$ cat config.mk
export PLATFORM = sky130hd
export DESIGN_NAME = muldiv_unit
export DESIGN_NICKNAME = d
export VERILOG_FILES = /design/src/rtl/muldiv_pkg.sv /design/src/rtl/muldiv_step.sv /design/src/rtl/muldiv_unit.sv
export SDC_FILE = /design/constraint.sdc
export NUM_CORES = 1
export LEC_CHECK = 0
export CORE_AREA = 5 5 203 205
export CTS_BUF_LIST = sky130_fd_sc_hd__clkbuf_8
export DETAILED_ROUTE_END_ITERATION = 8
export DIE_AREA = 0 0 208 210
export MAX_ROUTING_LAYER = met4
export PLACE_DENSITY_LB_ADDON = 0.08
export RECOVER_POWER = 100
export SLEW_MARGIN = 25
export SYNTH_ARGS = -nofsm -noshare
export SYNTH_HDL_FRONTEND = slang
export SYNTH_SLANG_ARGS = --single-unit
$ cat constraint.sdc
create_clock -name clk -period 6.5 [get_ports clk]
set_clock_uncertainty 0.2 [all_clocks]
set_input_delay 0.65 -clock clk [delete_from_list [all_inputs] [get_ports clk]]
set_output_delay 0.65 -clock clk [all_outputs]
set_load 0.05 [all_outputs]
$ cat src/rtl/muldiv_pkg.sv
// Shared encodings for the multiply/divide unit and the control FSM's funct decode.
package muldiv_pkg;

  localparam logic [1:0] MD_MULT  = 2'b00;
  localparam logic [1:0] MD_MULTU = 2'b01;
  localparam logic [1:0] MD_DIV   = 2'b10;
  localparam logic [1:0] MD_DIVU  = 2'b11;

  localparam logic [2:0] ST_IDLE = 3'd0;
  localparam logic [2:0] ST_MUL  = 3'd1;
  localparam logic [2:0] ST_DIV  = 3'd2;
  localparam logic [2:0] ST_FIX  = 3'd3;
  localparam logic [2:0] ST_DZ   = 3'd4;

  typedef enum logic [2:0] {
    IDLE = ST_IDLE,
    MUL  = ST_MUL,
    DIV  = ST_DIV,
    FIX  = ST_FIX,
    DZ   = ST_DZ
  } md_state_t;

  // Bit 1 of the op selects divide; bit 0 clear means signed.
  function automatic logic op_is_div(input logic [1:0] op);
    return op[1];
  endfunction

  function automatic logic op_is_signed(input logic [1:0] op);
    return ~op[0];
  endfunction

endpackage

$ cat src/rtl/muldiv_step.sv
// One iteration of the magnitude datapath. The 2*WIDTH accumulator holds
// {partial product, remaining multiplier bits} for multiply and
// {partial remainder, remaining dividend / quotient bits} for divide.
module muldiv_step #(
  parameter int WIDTH = 32
) (
  input  logic               is_div,
  input  logic [2*WIDTH-1:0] acc,
  input  logic [WIDTH-1:0]   opnd,
  output logic [2*WIDTH-1:0] acc_next
);

  logic [WIDTH:0] sum;
  logic [WIDTH:0] shifted;
  logic [WIDTH:0] diff;

  // Shift-add for multiply, restore-subtract for divide.
  always_comb begin
    sum      = {1'b0, acc[2*WIDTH-1:WIDTH]} + (acc[0] ? {1'b0, opnd} : {(WIDTH+1){1'b0}});
    shifted  = acc[2*WIDTH-1:WIDTH-1];
    diff     = shifted - {1'b0, opnd};
    acc_next = {sum, acc[WIDTH-1:1]};
    if (is_div) begin
      // A negative trial difference means the divisor did not fit: keep the
      // shifted remainder and shift in a 0 quotient bit.
      if (diff[WIDTH]) acc_next = {shifted[WIDTH-1:0], acc[WIDTH-2:0], 1'b0};
      else             acc_next = {diff[WIDTH-1:0],    acc[WIDTH-2:0], 1'b1};
    end
  end

endmodule

$ cat src/rtl/muldiv_unit.sv
// Iterative mult/multu/div/divu unit with HI/LO registers. One bit per cycle
// on unsigned magnitudes, signs restored in a single FIX cycle.
module muldiv_unit
  import muldiv_pkg::*;
#(
  parameter int WIDTH = 32,
  parameter int CNT_W = $clog2(WIDTH+1)
) (
  input  logic             clk,
  input  logic             rst,
  input  logic             start,
  input  logic [1:0]       op,
  input  logic [WIDTH-1:0] a,
  input  logic [WIDTH-1:0] b,
  input  logic             hi_we,
  input  logic             lo_we,
  input  logic [WIDTH-1:0] wdata,
  output logic             busy,
  output logic             done,
  output logic             div_by_zero,
  output logic [WIDTH-1:0] hi,
  output logic [WIDTH-1:0] lo
);

  md_state_t          state;
  logic               div_r;
  logic               sq;
  logic               sr;
  logic [CNT_W-1:0]   cnt;
  logic [2*WIDTH-1:0] acc;
  logic [WIDTH-1:0]   opnd;

  logic               sgn;
  logic [WIDTH-1:0]   abs_a;
  logic [WIDTH-1:0]   abs_b;
  logic [2*WIDTH-1:0] acc_next;
  logic [2*WIDTH-1:0] prod_fix;
  logic [WIDTH-1:0]   quo_fix;
  logic [WIDTH-1:0]   rem_fix;

  // Operand magnitudes at start; the most-negative value maps to itself,
  // which is its correct unsigned magnitude.
  assign sgn   = op_is_signed(op);
  assign abs_a = (sgn && a[WIDTH-1]) ? -a : a;
  assign abs_b = (sgn && b[WIDTH-1]) ? -b : b;

  // Sign fix-up applied on the FIX edge; the remainder follows the dividend.
  assign prod_fix = sq ? -acc : acc;
  assign quo_fix  = sq ? -acc[WIDTH-1:0] : acc[WIDTH-1:0];
  assign rem_fix  = sr ? -acc[2*WIDTH-1:WIDTH] : acc[2*WIDTH-1:WIDTH];

  muldiv_step #(.WIDTH(WIDTH)) u_step (
    .is_div   (state == DIV),
    .acc      (acc),
    .opnd     (opnd),
    .acc_next (acc_next)
  );

  // Control FSM, iteration counter and HI/LO registers.
  always_ff @(posedge clk or posedge rst) begin
    if (rst) begin
      state       <= IDLE;
      div_r       <= 1'b0;
      sq          <= 1'b0;
      sr          <= 1'b0;
      cnt         <= '0;
      acc         <= '0;
      opnd        <= '0;
      hi          <= '0;
      lo          <= '0;
      busy        <= 1'b0;
      done        <= 1'b0;
      div_by_zero <= 1'b0;
    end else begin
      done        <= 1'b0;
      div_by_zero <= 1'b0;
      case (state)
        IDLE: begin
          if (start) begin
            div_r <= op_is_div(op);
            sq    <= sgn & (a[WIDTH-1] ^ b[WIDTH-1]);
            sr    <= sgn & a[WIDTH-1];
            cnt   <= '0;
            busy  <= 1'b1;
            if (op_is_div(op) && b == '0) begin
              // Raw dividend parked in the accumulator for the DZ write.
              acc   <= {{WIDTH{1'b0}}, a};
              state <= DZ;
            end else if (op_is_div(op)) begin
              acc   <= {{WIDTH{1'b0}}, abs_a};
              opnd  <= abs_b;
              state <= DIV;
            end else begin
              acc   <= {{WIDTH{1'b0}}, abs_b};
              opnd  <= abs_a;
              state <= MUL;
            end
          end else begin
            if (hi_we) hi <= wdata;
            if (lo_we) lo <= wdata;
          end
        end
        MUL, DIV: begin
          acc <= acc_next;
          cnt <= cnt + 1'b1;
          if (cnt == CNT_W'(WIDTH-1)) state <= FIX;
        end
        FIX: begin
          if (div_r) begin
            hi <= rem_fix;
            lo <= quo_fix;
          end else begin
            {hi, lo} <= prod_fix;
          end
          busy  <= 1'b0;
          done  <= 1'b1;
          state <= IDLE;
        end
        DZ: begin
          hi          <= acc[WIDTH-1:0];
          lo          <= '1;
          busy        <= 1'b0;
          done        <= 1'b1;
          div_by_zero <= 1'b1;
          state       <= IDLE;
        end
        default: begin
          busy  <= 1'b0;
          state <= IDLE;
        end
      endcase
    end
  end

endmodule

# Yosys cells after proc, flatten, opt, wreduce, memory -nomap -nowiden
# Cells that the tools add are included.
word_totals:
  register_bits: 175
  inputBits: 103
classes:
  n_reduce_logical: 16
  mux: 32
  add_sub_neg: 8
  n_eq_ne: 10
  bitwise: 6
op_table:
  columns: ["cell", "n"]
  rows:
  - ["32-bit 2-to-1 mux", 14]
  - ["64-bit 2-to-1 mux", 4]
  - ["32-bit one-hot mux with 3 select lines", 2]
  - ["32-bit negation", 4]
  - ["64-bit one-hot mux with 2 select lines", 1]
  - ["64-bit negation", 1]
  - ["32-bit by 33-bit adder with 33-bit output", 1]
  - ["33-bit by 32-bit subtractor with 33-bit output", 1]
  - ["32-bit zero test", 1]
  - ["6-bit one-hot mux with 2 select lines", 1]
  - ["2-bit != test (second input constant)", 5]
  - ["3-bit 2-to-1 mux", 3]
  - ["3-bit AND reduction", 3]
  - ["2-bit AND reduction", 4]
  - ["6-bit by 1-bit adder with 6-bit output (second input constant)", 1]
  - ["3-bit by 2-bit == test with 1-bit output (second input constant)", 2]
  - ["6-bit by 5-bit == test with 1-bit output (second input constant)", 1]
  - ["6-bit 2-to-1 mux", 1]
  - ["3-bit one-hot mux with 2 select lines", 1]
  - ["2-bit OR reduction", 2]
  - ["3-bit by 1-bit == test with 1-bit output (second input constant)", 1]
  - ["3-bit == test (second input constant)", 1]
  - ["1-bit logical AND", 3]
  - ["3-bit zero test", 1]
  - ["8 further kinds", 13]

# Longest topological paths before layout
# Gate-level depths: netlist (run 1).
depth:
  word_depth: 7
  mapped_depth: 15

# By module
# A second synthesis (run 1) with hierarchy kept.
hier_totals:
  hier_cells: 2120
  hier_area_um2: 16646.0
modules_own_cells:
  columns: ["module", "n_inst", "cells_each", "seq_area_each_um2", "area_each_um2"]
  rows:
  - ["muldiv_unit", 1, 1408, 4379.2, 11816.3]
  - ["muldiv_step", 1, 712, 0.0, 4829.6]

# Worst setup path after synthesis (run 1)
# Ideal clock, no wire load.
synth_path:
  path_kind: "register to register"
  startpoint: "reg acc[0]"
  endpoint: "reg acc[61]"
  setup_time_ns: 0.135
  path_stages_with_launch: 16
  synth_period_minus_slack_ns: 4.072
  setup_slack_ns: 2.428
  t_arrival_ns: 3.737
  path_cell_list: "dfrtp_1 > clkbuf_1 > inv_1 > clkbuf_1 > nor2_1 > ha_1 > o211ai_1 > a21oi_1 > a211oi_1 > o21ai_0 > a311o_1 > a311oi_1 > o22ai_1 > or4_1 > a41oi_1 > o211ai_1"
synth_between:
  elab_chain_cells: 4
synth_rtl:
  columns: ["element", "line_no", "source"]
  rows:
  - ["start: declaration", "muldiv_unit.sv:30", "logic [2*WIDTH-1:0] acc;"]
  - ["start signal: assignment", "muldiv_unit.sv:87", "acc <= {{WIDTH{1'b0}}, a};"]
  - ["start signal: assignment", "muldiv_unit.sv:90", "acc <= {{WIDTH{1'b0}}, abs_a};"]
  - ["start signal: assignment", "muldiv_unit.sv:94", "acc <= {{WIDTH{1'b0}}, abs_b};"]
  - ["32-bit 2-to-1 mux", "muldiv_step.sv:19", "sum = {1'b0, acc[2*WIDTH-1:WIDTH]} + (acc[0] ? {1'b0, opnd} : {(WIDTH+1){1'b0}});"]
  - ["32-bit by 33-bit adder with 33-bit output", "muldiv_step.sv:19", null]
  - ["64-bit 2-to-1 mux", "muldiv_step.sv:23", "if (is_div) begin"]
  - ["64-bit one-hot mux with 2 select lines", "muldiv_unit.sv:77", "case (state)"]
# No other way between the ends.
# A chain may end at the register's enable or synchronous reset.

# Worst setup path after layout (run 1)
layout_path:
  startpoint: "reg acc[31]"
  endpoint: "reg acc[36]"
layout_between:
  elab_chain_cells: 4
layout_rtl:
  columns: ["element", "line_no", "source"]
  rows:
  - ["33-bit by 32-bit subtractor with 33-bit output", "muldiv_step.sv:21", "diff = shifted - {1'b0, opnd};"]
  - ["64-bit 2-to-1 mux", "muldiv_step.sv:26", "if (diff[WIDTH]) acc_next = {shifted[WIDTH-1:0], acc[WIDTH-2:0], 1'b0};"]
  - ["64-bit 2-to-1 mux", "muldiv_step.sv:23", null]
  - ["64-bit one-hot mux with 2 select lines", "muldiv_unit.sv:77", null]
# No other way between the ends.

==> impl_metrics.json, run 1 <==
{
  "p_leak_nw": 7.24,
  "post_cts_buffers": 0,
  "nFillCells": 4023,
  "synth.distinct_cells": 68,
  "swShare_pct": 55.3,
  "num_io_pins": 170,
  "combPwrFrac_pct": 68.3,
  "hpwl_microns": 45900,
  "top_usage_layer": "met2",
  "cts_max_path_buffers": 2,
  "drt.antenna.violating_nets": 0,
  "async_flop_share_pct": 100,
  "start_util_pct": 39.1,
  "fin_area_sq_um": 17800,
  "path_max_fanout": 28,
  "place_ws_ps": 1570,
  "totalWireLength_microns": 59100,
  "post-route-drc-count": 0,
  "clock_sinks": 175,
  "power_mw": 9.99,
  "violations": "max-capacitance violations, max-slew violations",
  "cts_resized": 0,
  "yosys_warnings": 0,
  "status": "finished with violations",
  "synth-seq-area-share_pct": 28.5,
  "finalCriticalPeriod_ps": 5360,
  "worstSkewPairLatency_ps": 530,
  "synth-edff-count": 0,
  "clkSlewWorstSetupHoldPaths_ps": 100,
  "drt-pass1-iter-count": 6,
  "syn2layout_area_growth_pct": 15.5,
  "multi_input_area_sq_um": 10200,
  "drive_gt1_share_pct": 3.16,
  "rsz0062_at_grt": "no",
  "cts_tree": "built",
  "worst_slack_ps": 1140,
  "grtUsageMet3_pct": 2.86,
  "met1_usage_pct": 38.4,
  "synth_area_leaders": "dfrtp_1 28%, o21ai_0 7.0%, a21oi_1 6.7%, nand2_1 6.0%, ha_1 5.6%",
  "yosys.area.top_type": "dfrtp_1",
  "synth_seq_cells": 175,
  "antennaDiodeCount": 0,
  "hold_class": "flop to flop",
  "power.share.sequential_pct": 23.5,
  "synth_most_common_cell": "nand2_1",
  "synth.top_cell.area_share_pct": 28.5,
  "cts-root-buf": "clkbuf_8",
  "setup_viol": 0,
  "cp-start-kind": "flop",
  "core_area_sq_um": 39300,
  "numCtsBuffers": 17,
  "power_frac_clock_pct": 8.1,
  "placed_cell_area_sq_um": 17400,
  "synth_area_per_cell_sq_um": 7.57,
  "tightest_slew_ps": 3130,
  "tns_ps": 0,
  "die_h_microns": 210,
  "synth_area_sq_um": 15400,
  "cts_max_level": 4,
  "end_kind": "flop",
  "ctsHoldBuffers": 0,
  "grt_pass1_wl_microns": 91500,
  "synth_common_cells": "244 x nand2_1, 216 x o21ai_0, 207 x a21oi_1, 190 x nor2_1, 175 x dfrtp_1",
  "power_density_nw_per_um2": 562,
  "path_class": "flop to flop",
  "place_congestion": 0.951,
  "slew_headroom_pct": -111,
  "synth_cells": 2031,
  "finalCritPeriodShare_pct": 82.5,
  "synthFlopType": "dfrtp_1",
  "maxSlewViolCount": 190,
  "p_int_mw": 4.47,
  "synth_nets": 2205,
  "fin_nets": 2281,
  "cp.required_ps": 6710,
  "regArea_sq_um": 4380,
  "grt_pass1_vias": 14898,
  "final_util_pct": 45.2,
  "grtUsageMet2_pct": 41.7,
  "grt_remaining_overflow": 0,
  "route.vias.total": 15546,
  "drv_cap": 5,
  "die-area_sq_um": 43700,
  "routedWlPerCell_microns": 22.4,
  "crit_arrival_ps": 5570,
  "port_buffers": 169,
  "grt_max_degree": 120,
  "row_count": 73,
  "drt_iter0_drc": 1246,
  "viasPerCell": 5.88,
  "fmax_mhz": 186,
  "grtUsageTotal_pct": 27.3,
  "antenna_found_initial": 1,
  "irDropWorstVdd_v": 0.000227,
  "switching_power_mw": 5.52,
  "die_w_microns": 208,
  "hold_viol_final": 0
}
[cell type report]
class	count	area share (%)
Clock buffer	19	1.47
Tap cell	525	3.70
Timing Repair Buffer	195	10.5
Multi-Input combinational cell	1656	57.6
Clock inverter	13	0.768
Inverter	62	1.32
Sequential cell	175	24.7
[metal layers]
layer,wire (microns),part of all wire [%]
met5,0,0
met4,1780,3.0
met3,3090,5.2
met1,27900,47
met2,26300,45
[path summary, 6_finish.rpt]
path                                           start              endpoint  slack (ps)  depth (start not counted)
min in group asynchronous                        rst    hi[19]$_DFFE_PP0P_        1130                          2
worst max register to register   acc[31]$_DFFE_PP0P_   acc[36]$_DFFE_PP0P_        1140                         13
worst max-delay path             acc[31]$_DFFE_PP0P_   acc[36]$_DFFE_PP0P_        1140                         13
max in group asynchronous                        rst    acc[3]$_DFFE_PP0P_        3380                          3
worst min-delay path            opnd[26]$_DFFE_PP0P_  opnd[26]$_DFFE_PP0P_         290                          2
worst min register to register  opnd[26]$_DFFE_PP0P_  opnd[26]$_DFFE_PP0P_         290                          2
[critical path: stages (launching register included)]
cell      delay, ps
dfrtp_1         480
inv_1           130
ha_1            250
fa_1            420
nor2b_1         170
o31ai_1         150
a211oi_1        470
o21a_1          250
o21ai_0         180
a21o_1          250
nand3_1        1110
clkbuf_1        680
o21ai_0         150
a221o_1         340
[cell families (layout without fill, tap and decap cells)]
family	count (synthesis)	after routing	synth area share [%]
AND/OR/NAND/NOR	666	666	20.1
buffers and inverters	200	289	4.98
flip-flops	175	175	28.5
AO/OA/AOI/OAI	701	701	27.9
multiplexers	30	30	1.96
adder cells (fa/ha/maj)	71	71	5.88
XOR/XNOR	188	188	10.7
[flip-flops by register name (all words and copies together) (netlist names), 3 cells and up]
signal and cells:
hi 32, state 3, opnd 32, acc 64
lo 32, cnt 6
[per-stage QoR]
stage | instances | hold slack, ps
6_report | 2645 | 286
5_1_grt | 2645 | 306
4_1_cts | 2645 | 294
3_5_place_dp | 2613 | 272
3_3_place_gp | 2613 | 264
2_1_floorplan | 2031 | 250
[power by group through the flow]
stage | combinational (mW) | clock (mW) | sequential (mW)
6_report | 6.82 | 0.814 | 2.35
5_1_grt | 7.50 | 0.870 | 2.42
4_1_cts | 6.92 | 0.838 | 2.35
3_5_place_dp | 6.90 | 0 | 2.38
3_3_place_gp | 6.88 | 0 | 2.37
2_1_floorplan | 4.46 | 0 | 2.64
[cells in the final DEF (no fill, tap or decap), types with 16 or more instances in the layout]
| cell type | Yosys | final |
|---|---|---|
| buf_4 | 0 | 18 |
| nor3_1 | 33 | 33 |
| o22a_1 | 28 | 28 |
| clkdlybuf4s50_1 | 0 | 99 |
| xnor2_1 | 94 | 94 |
| o22ai_1 | 32 | 32 |
| nand3_1 | 35 | 35 |
| a21oi_1 | 207 | 207 |
| nand2_1 | 244 | 244 |
| mux2i_1 | 29 | 29 |
| xor2_1 | 94 | 94 |
| a21o_1 | 37 | 37 |
| dfrtp_1 | 175 | 175 |
| nor2b_1 | 19 | 19 |
| ha_1 | 69 | 69 |
| nand4_1 | 16 | 16 |
| clkbuf_8 | 0 | 19 |
| a22oi_1 | 23 | 23 |
| inv_1 | 61 | 63 |
| nor2_1 | 190 | 189 |
| a221oi_1 | 33 | 33 |
| nand2b_1 | 16 | 16 |
| or3_1 | 35 | 35 |
| o21ai_0 | 216 | 219 |
| o31ai_1 | 19 | 19 |
| dlygate4sd3_1 | 0 | 69 |
Note: power is estimated with default switching activity, not from simulation.
==> inputs of run 2 (changes only) <==
clock period = 4.95 ns   (was 6.5 ns; I/O delays follow)
==> run 2 against run 1 <==
  * The flow still finishes with violations (max-capacitance violations, max-slew violations)
  * Highest routed layer unchanged
  * Maximum frequency increased by 16%
  * Total power increased by 33%
  * Register-to-register slack got worse by 810 ps
  * Critical path type unchanged
  * Non-clock buffer count increased by 23
  * Via count increased by 0.68%
  * Clock-buffer cell count increased by 1
  * Clock power increased by 30%
==> impl_metrics.json, run 2 (synthesis gave the netlist of run 1 again) <==
{
  "layout.cells.non_filler": 2668,
  "worst_slack_ps": 326,
  "path_max_fanout": 40,
  "port_buffers": 169,
  "route.vias.total": 15652,
  "drt_iter0_drc": 1097,
  "largest_reg_flops": 64,
  "row_count": 73,
  "cts_max_level": 4,
  "clock_sinks": 175,
  "finalCriticalPeriod_ps": 4620,
  "r2r-end": "acc[60]$_DFFE_PP0P_",
  "rsz0062_at_grt": "no",
  "die_w_microns": 208,
  "syn2layout_area_growth_pct": 16.7,
  "antenna_found_initial": 3,
  "die-area_sq_um": 43700,
  "r2r_cells": 13,
  "drive_gt1_share_pct": 4.44,
  "multi_input_area_sq_um": 10300,
  "die_h_microns": 210,
  "post_cts_buffers": 0,
  "cts_resized": 0,
  "path_class": "flop to flop",
  "clkSlewWorstSetupHoldPaths_ps": 110,
  "cp.required_ps": 5140,
  "finalCritPeriodShare_pct": 93.4,
  "numCtsBuffers": 17,
  "power_mw": 13.3,
  "grtUsageTotal_pct": 27.5,
  "routedWlPerCell_microns": 22.6,
  "end_kind": "flop",
  "setup_viol": 0,
  "viasPerCell": 5.87,
  "p_leak_nw": 7.37,
  "start_util_pct": 39.1,
  "hold_start": "opnd[26]$_DFFE_PP0P_",
  "grt_max_degree": 82,
  "r2r-start": "acc[32]$_DFFE_PP0P_",
  "grt_remaining_overflow": 0,
  "core_area_sq_um": 39300,
  "totalWireLength_microns": 60200,
  "hpwl_microns": 47200,
  "status": "finished with violations",
  "final_common_cell": "nand2_1",
  "regArea_sq_um": 4380,
  "dp_cells": 2636,
  "hold_depth": 2,
  "fmax_mhz": 216,
  "tightest_slew_ps": 2680,
  "cts_max_path_buffers": 2,
  "worstSkewPairLatency_ps": 530,
  "maxSlewViolCount": 247,
  "grt_pass1_wl_microns": 91600,
  "grt_pass1_vias": 14846,
  "cts_tree": "built",
  "place_congestion": 0.923,
  "whs_ps": 289,
  "holdPathEnd": "opnd[26]$_DFFE_PP0P_",
  "slew_headroom_pct": -80.3,
  "hold_class": "flop to flop",
  "crit_arrival_ps": 4810,
  "irDropWorstVdd_v": 0.000327,
  "num_io_pins": 170,
  "ctsHoldBuffers": 0,
  "power_density_nw_per_um2": 742,
  "cp-start-kind": "flop",
  "violations": "max-capacitance violations, max-slew violations",
  "fin_nets": 2304,
  "hold_viol_final": 0,
  "tns_ps": 0,
  "mostFrequentLayoutCells": "243 x nand2_1, 218 x o21ai_0, 207 x a21oi_1",
  "nFillCells": 4036,
  "place_ws_ps": 546,
  "top_register": "acc",
  "drt-pass1-iter-count": 7,
  "cts-root-buf": "clkbuf_8",
  "post-route-drc-count": 0,
  "r2r_slack_ps": 330,
  "drv_cap": 8,
  "drt.antenna.violating_nets": 0
}
==> run 2: cell types whose count changed in the layout (fill, tap and decap cells not counted), moves of 3 or more <==
cell,previous run,this run
clkinvlp_4,4,1
inv_6,4,1
clkbuf_1,7,10
clkinv_2,0,3
buf_4,18,35
==> run 2: worst max-delay path, stage by stage, from the launching register on <==
cell and delay, ps:
dfrtp_1 570, inv_1 210, fa_1 490, nor2b_1 180, o31ai_1 140, a211oi_1 370, o21a_1 240, o21ai_0 160
a21o_1 230, nand3_2 80, clkbuf_2 910, mux2_2 430, a22oi_1 150, o21ai_0 120
==> run 2: how the worst max path moves through the flow <==
stage | start | end | slack [ps] | cells after the start
2_1_floorplan | acc[0]$_DFFE_PP0P_ | acc[61]$_DFFE_PP0P_ | 880 | 15
3_3_place_gp | acc[0]$_DFFE_PP0P_ | acc[61]$_DFFE_PP0P_ | 510 | 14
3_5_place_dp | acc[0]$_DFFE_PP0P_ | acc[61]$_DFFE_PP0P_ | 550 | 14
4_1_cts | acc[0]$_DFFE_PP0P_ | acc[61]$_DFFE_PP0P_ | 500 | 13
5_1_grt | b[2] | opnd[31]$_DFFE_PP0P_ | 30 | 11
6_report | acc[32]$_DFFE_PP0P_ | acc[60]$_DFFE_PP0P_ | 330 | 13
==> run 2: per-stage QoR <==
stage	instance area, sq um	util, %
floorplan	15400	-
global placement	17600	44.9
detailed placement	17600	44.9
CTS	18000	45.9
global route	17900	45.7
finish	17900	45.7
==> run 2: layer usage <==
layer	routed length, microns	GRT usage [%]
met5	0	-
met4	1720	8.74
met3	2680	3.18
met2	27500	42.3
met1	28300	38.1
==> run 2: cell type report <==
| cell class | count | area share, % |
|---|---|---|
| Multi-Input combinational cell | 1656 | 57.2 |
| Sequential cell | 175 | 24.4 |
| Timing Repair Buffer | 218 | 11.3 |
| Tap cell | 525 | 3.66 |
| Clock buffer | 20 | 1.53 |
| Inverter | 62 | 1.30 |
| Clock inverter | 11 | 0.648 |
| Antenna cell | 1 | 0.0139 |
==> run 2: report_power, final <==
| group | switching, mW | leakage (nW) | internal [mW] | total (mW) |
|---|---|---|---|---|
| clock network | 0.578 | 0.207 | 0.482 | 1.06 |
| logic | 5.91 | 5.06 | 3.38 | 9.30 |
| registers | 0.857 | 2.10 | 2.11 | 2.97 |
